===== src/rtl/counter_pkg.sv =====
// counter_pkg : shared state encoding and wrap helper for counter_checker (rev 1.0)
`default_nettype none

package counter_pkg;

  typedef enum logic [1:0] {
    IDLE    = 2'd0,
    ACQUIRE = 2'd1,
    LOCKED  = 2'd2
  } state_t;

  // v+1 truncated to w bits; callers cast the result down to their own width
  function automatic logic [31:0] next_val(input logic [31:0] v, input int unsigned w);
    logic [31:0] mask;
    mask = (w >= 32) ? '1 : ((32'd1 << w) - 32'd1);
    return (v + 32'd1) & mask;
  endfunction

endpackage

`default_nettype wire


===== src/rtl/counter_checker_sat_counter.sv =====
// sat_counter : W-bit up-counter that holds at all-ones, with synchronous clear (rev 1.0)
`default_nettype none

module sat_counter
  import counter_pkg::*;
#(
  parameter int W = 8
) (
  input  logic         clk,
  input  logic         rst,
  input  logic         inc,
  input  logic         clr,
  output logic [W-1:0] count
);

  always_ff @(posedge clk or negedge rst) begin
    if (!rst) begin
      count <= '0;
    end else if (clr) begin
      count <= '0;
    end else if (inc && (count != {W{1'b1}})) begin
      count <= count + W'(1);
    end
  end

endmodule

`default_nettype wire


===== config.mk =====
export PLATFORM = sky130hd
export DESIGN_NAME = sat_counter
export DESIGN_NICKNAME = d
export VERILOG_FILES = /design/src/rtl/counter_pkg.sv /design/src/rtl/counter_checker_sat_counter.sv
export SDC_FILE = /design/constraint.sdc
export NUM_CORES = 1
export LEC_CHECK = 0
export ABC_CLOCK_PERIOD_IN_PS = 2200
export BUFFER_PORTS_ARGS = -buffer_cell sky130_fd_sc_hd__buf_2
export CELL_PAD_IN_SITES_DETAIL_PLACEMENT = 0
export CELL_PAD_IN_SITES_GLOBAL_PLACEMENT = 2
export CORE_MARGIN = 8
export CORE_UTILIZATION = 28
export CTS_CLUSTER_SIZE = 16
export DETAILED_ROUTE_END_ITERATION = 6
export GPL_TIMING_DRIVEN = 1
export PLACE_DENSITY_LB_ADDON = 0.1
export SYNTH_ARGS = -nofsm -noshare
export SYNTH_HDL_FRONTEND = slang
export SYNTH_SLANG_ARGS = --single-unit
export TNS_END_PERCENT = 20

===== constraint.sdc =====
create_clock -name clk -period 2.2 [get_ports clk]
set_input_delay 0.44 -clock clk [delete_from_list [all_inputs] [get_ports clk]]
set_output_delay 0.44 -clock clk [all_outputs]
set_load 0.03 [all_outputs]

==> results.toml <==
[grt]
grt_usage_pct = 7.946
maximum_number_of_pins_on_one_net_before_global_route_repair = 12
global_route_wire_length_before_repair_mm = 2.001
grt_antenna_before_repair = 0
via_count_of_the_first_global_routing_pass = 417
grt-ovfl-total = 0

[cells_and_area]
biggestRegsByFlops = "count x8"
diodes = 0
drive_above_1_share_pct = 29.51
layout_fillers = 162
multiInputGateArea_sq_um = 247.7
area.sequential_sq_um = 200.2
area_growth_pct = 19.14
max_ffs_per_register = 8
num-nets-final = 68
register_with_the_most_flip_flops = "count"

[placed_design]
place_congestion = 0.6848
dp.final_hpwl_um = 862.3
dpl_worst_slack_ps = 498.3
place.port_buffers = 11

[sta]
drv_slew = 0
unrepaired_setup_endpoints_after_global_routing = "false"
totalNegativeSetupSlack_ps = 0
post_route_fraction_of_the_period_consumed_by_the_critical_path_pct = 77.12
final_critical_path_setup_slack_ps = 503.3
finalWorstPathRequiredPeriod_ps = 1697
fin_skew_ps = 5.385
setup_viol = 0
fmax_mhz = 589.4
hold_violations = 0
worst_slew_margin_rel_pct = 75.11
timing_worst_slew_pin_value_ps = 363.9

[synth]
synth_ff_type = "sky130_fd_sc_hd__dfrtp_1"
synth-adder-area-share_pct = 2.695
post_synth_inst_count = 49
synth_top_family_by_area = "simple AND/OR/NAND/NOR gates"
synth.cell_area_sq_um = 464.2
yosysSeqAreaShare_pct = 43.13
multiplexer_share_of_the_synthesized_area_pct = 7.008
synth-compound-area-share_pct = 12.67
synth_edf_count = 0
ys.warnings.count = 0
synthDistinctLibCells = 28
post_synthesis_net_count = 54
synth_area_per_cell_sq_um = 9.473
top_cells_by_area_in_the_synthesized_netlist = "sky130_fd_sc_hd__dfrtp_1 43%, sky130_fd_sc_hd__mux2_2 4.9%, sky130_fd_sc_hd__nor3_1 4.3%, sky130_fd_sc_hd__nand2b_1 4.0%, sky130_fd_sc_hd__nor2b_1 4.0%"
synth_top_area_share_pct = 43.13
async_reset_ff_share_pct = 100.0
post-synth-top-area-cell = "sky130_fd_sc_hd__dfrtp_1"
synth_seq_cells = 8
xor_xnor_share_of_the_synthesized_area_pct = 0
synth_simple_gate_area_share_pct = 31.00

[floorplan]
placeableCoreArea_sq_um = 1524
chipWidth_um = 56.72
start_util_pct = 30.46
boundaryPins = 12
dieHeight_um = 56.72
placement_rows = 14
dieArea_sq_um = 3217

[power]
power.internal_uw = 224.7
p_leak_nw = 0.2547
worst_ir_drop_vdd_v = 0.0001914
clock_power_share_pct = 37.4
power.net_switching_uw = 78.06
share_comb_of_total_power_pct = 11.1
seq_power_share_pct = 51.4
p_per_area_nw_per_um2 = 547.5
power.switching_fraction_pct = 25.78

[clock_network]
cts_made_buffers = 3
post-cts-setup-buffers = 0
cts.repair.resized = 0
cts_tree = "yes"
ctsHtreeMaxLevel = 1
clock_insertion_delay_worst_skew_ps = 250
worst_setup_hold_path_clk_slew_ps = 60
ctsHoldBuffers = 0
clockRootBuffer = "sky130_fd_sc_hd__clkbuf_4"
clockBufferDepth = 2
clock-sinks = 8

[routing]
wl_mm = 1.160
detailroute.via_count = 396
ant_nets = 0
vias_per_cell = 5.143
route.detailed.drc = 0
wire_per_inst_um = 15.06
dr.first_iter.drc_count = 10
drt_pass1_iterations = 2

[critical_path]
worst_ep_arrival_time_ps = 1830
critical_path_class = "register to register"
setup.worst_path.end_class = "register"
worst-path-max-fanout = 7
worst-endpoint-required_ps = 2340
start_kind = "register"

[outcome]
status = "completed"

[job]
drv_cap = 0

[worst_hold_path]
hp-class = "input port to asynchronous set/reset pin"
## layout make-up
type	instances	area share, %
Sequential cell	8	36.20
Inverter	2	1.357
Clock buffer	3	4.072
Multi-Input combinational cell	37	44.80
Timing Repair Buffer	11	9.955
Tap cell	16	3.620
## layout by cell type (no fill, tap or decap), drive strengths merged
master,Yosys,layout
mux2,2,2
nor4,1,1
and3,1,1
ha,1,1
o21ai,1,1
a31oi,1,1
a211oi,1,1
nor2b,3,3
or3,1,1
a21oi,3,3
nand3,3,3
and4,2,2
nand2b,3,3
inv,2,2
a2111oi,1,1
nor2,2,2
buf,1,11
nand4,1,1
dfrtp,8,8
mux2i,1,1
a21boi,1,1
nor3,4,4
nor3b,1,1
clkbuf,1,3
nand2,2,2
a41oi,1,1
## worst max-delay path, cell delays in order, from the launching register on
cell	delay [ps]
sky130_fd_sc_hd__dfrtp_1	420
sky130_fd_sc_hd__ha_1	300
sky130_fd_sc_hd__and4_2	290
sky130_fd_sc_hd__a21boi_1	210
sky130_fd_sc_hd__mux2_2	360
## Yosys cell counts (2+ instances only)
master / number
sky130_fd_sc_hd__nand2_1: 2
sky130_fd_sc_hd__nand2b_1: 3
sky130_fd_sc_hd__inv_1: 2
sky130_fd_sc_hd__nor2_1: 2
sky130_fd_sc_hd__dfrtp_1: 8
sky130_fd_sc_hd__mux2_2: 2
sky130_fd_sc_hd__nand3_1: 2
sky130_fd_sc_hd__a21oi_1: 3
sky130_fd_sc_hd__nor2b_1: 3
sky130_fd_sc_hd__nor3_1: 4
## stage by stage
| step | power (mW) | hold slack (ps) | utilization, % | cell area (sq um) | instances |
|---|---|---|---|---|---|
| 6_report | 0.3028 | 24.18 | 36.29 | 553.0 | 77 |
| 5_1_grt | 0.3247 | 20.96 | 36.29 | 553.0 | 77 |
| 2_1_floorplan | 0.1799 | 144.4 | - | 464.2 | 49 |
| 3_3_place_gp | 0.1938 | 303.3 | 34.81 | 530.5 | 74 |
| 4_1_cts | 0.3122 | 25.31 | 36.29 | 553.0 | 77 |
| 3_5_place_dp | 0.1932 | 304.5 | 34.81 | 530.5 | 74 |
## cell families after synthesis
group,Yosys count
AO/OA/AOI/OAI,9
adder cells (fa/ha/maj),1
buffers and inverters,4
flip-flops,8
multiplexers,3
AND/OR/NAND/NOR,24
## worst paths after layout
check	startpoint	end	slack [ps]	depth (start not counted)
worst max register to register	count[0]$_DFFE_PN0P_	count[0]$_DFFE_PN0P_	500	4
min in group clk	clr	count[7]$_DFFE_PN0P_	500	2
worst min-delay path	rst	count[7]$_DFFE_PN0P_	20	1
worst min register to register	count[7]$_DFFE_PN0P_	count[7]$_DFFE_PN0P_	580	2
max in group asynchronous	rst	count[2]$_DFFE_PN0P_	1990	1
worst max-delay path	count[0]$_DFFE_PN0P_	count[0]$_DFFE_PN0P_	500	4
## power groups by stage
stage          Clock, mW  Combinational [mW]  Sequential (mW)
3_3_place_gp           0              0.0359            0.158
3_5_place_dp           0              0.0348            0.158
2_1_floorplan          0              0.0150            0.165
5_1_grt            0.131              0.0378            0.156
6_report           0.113              0.0337            0.156
4_1_cts            0.122              0.0350            0.156
## layer usage
| metal | routed length (um) | track usage, % | vias to the layer above | share of wire [%] |
|---|---|---|---|---|
| met4 | 0 | 2.062 | 0 | 0 |
| li1 | - | - | 205 | - |
| met3 | 80 | 5.393 | 0 | 6.9 |
| met5 | 0 | 0 | - | 0 |
| met2 | 502 | 11.29 | 13 | 43 |
| met1 | 577 | 9.427 | 178 | 50 |
Note: power is estimated with default switching activity, not from simulation.
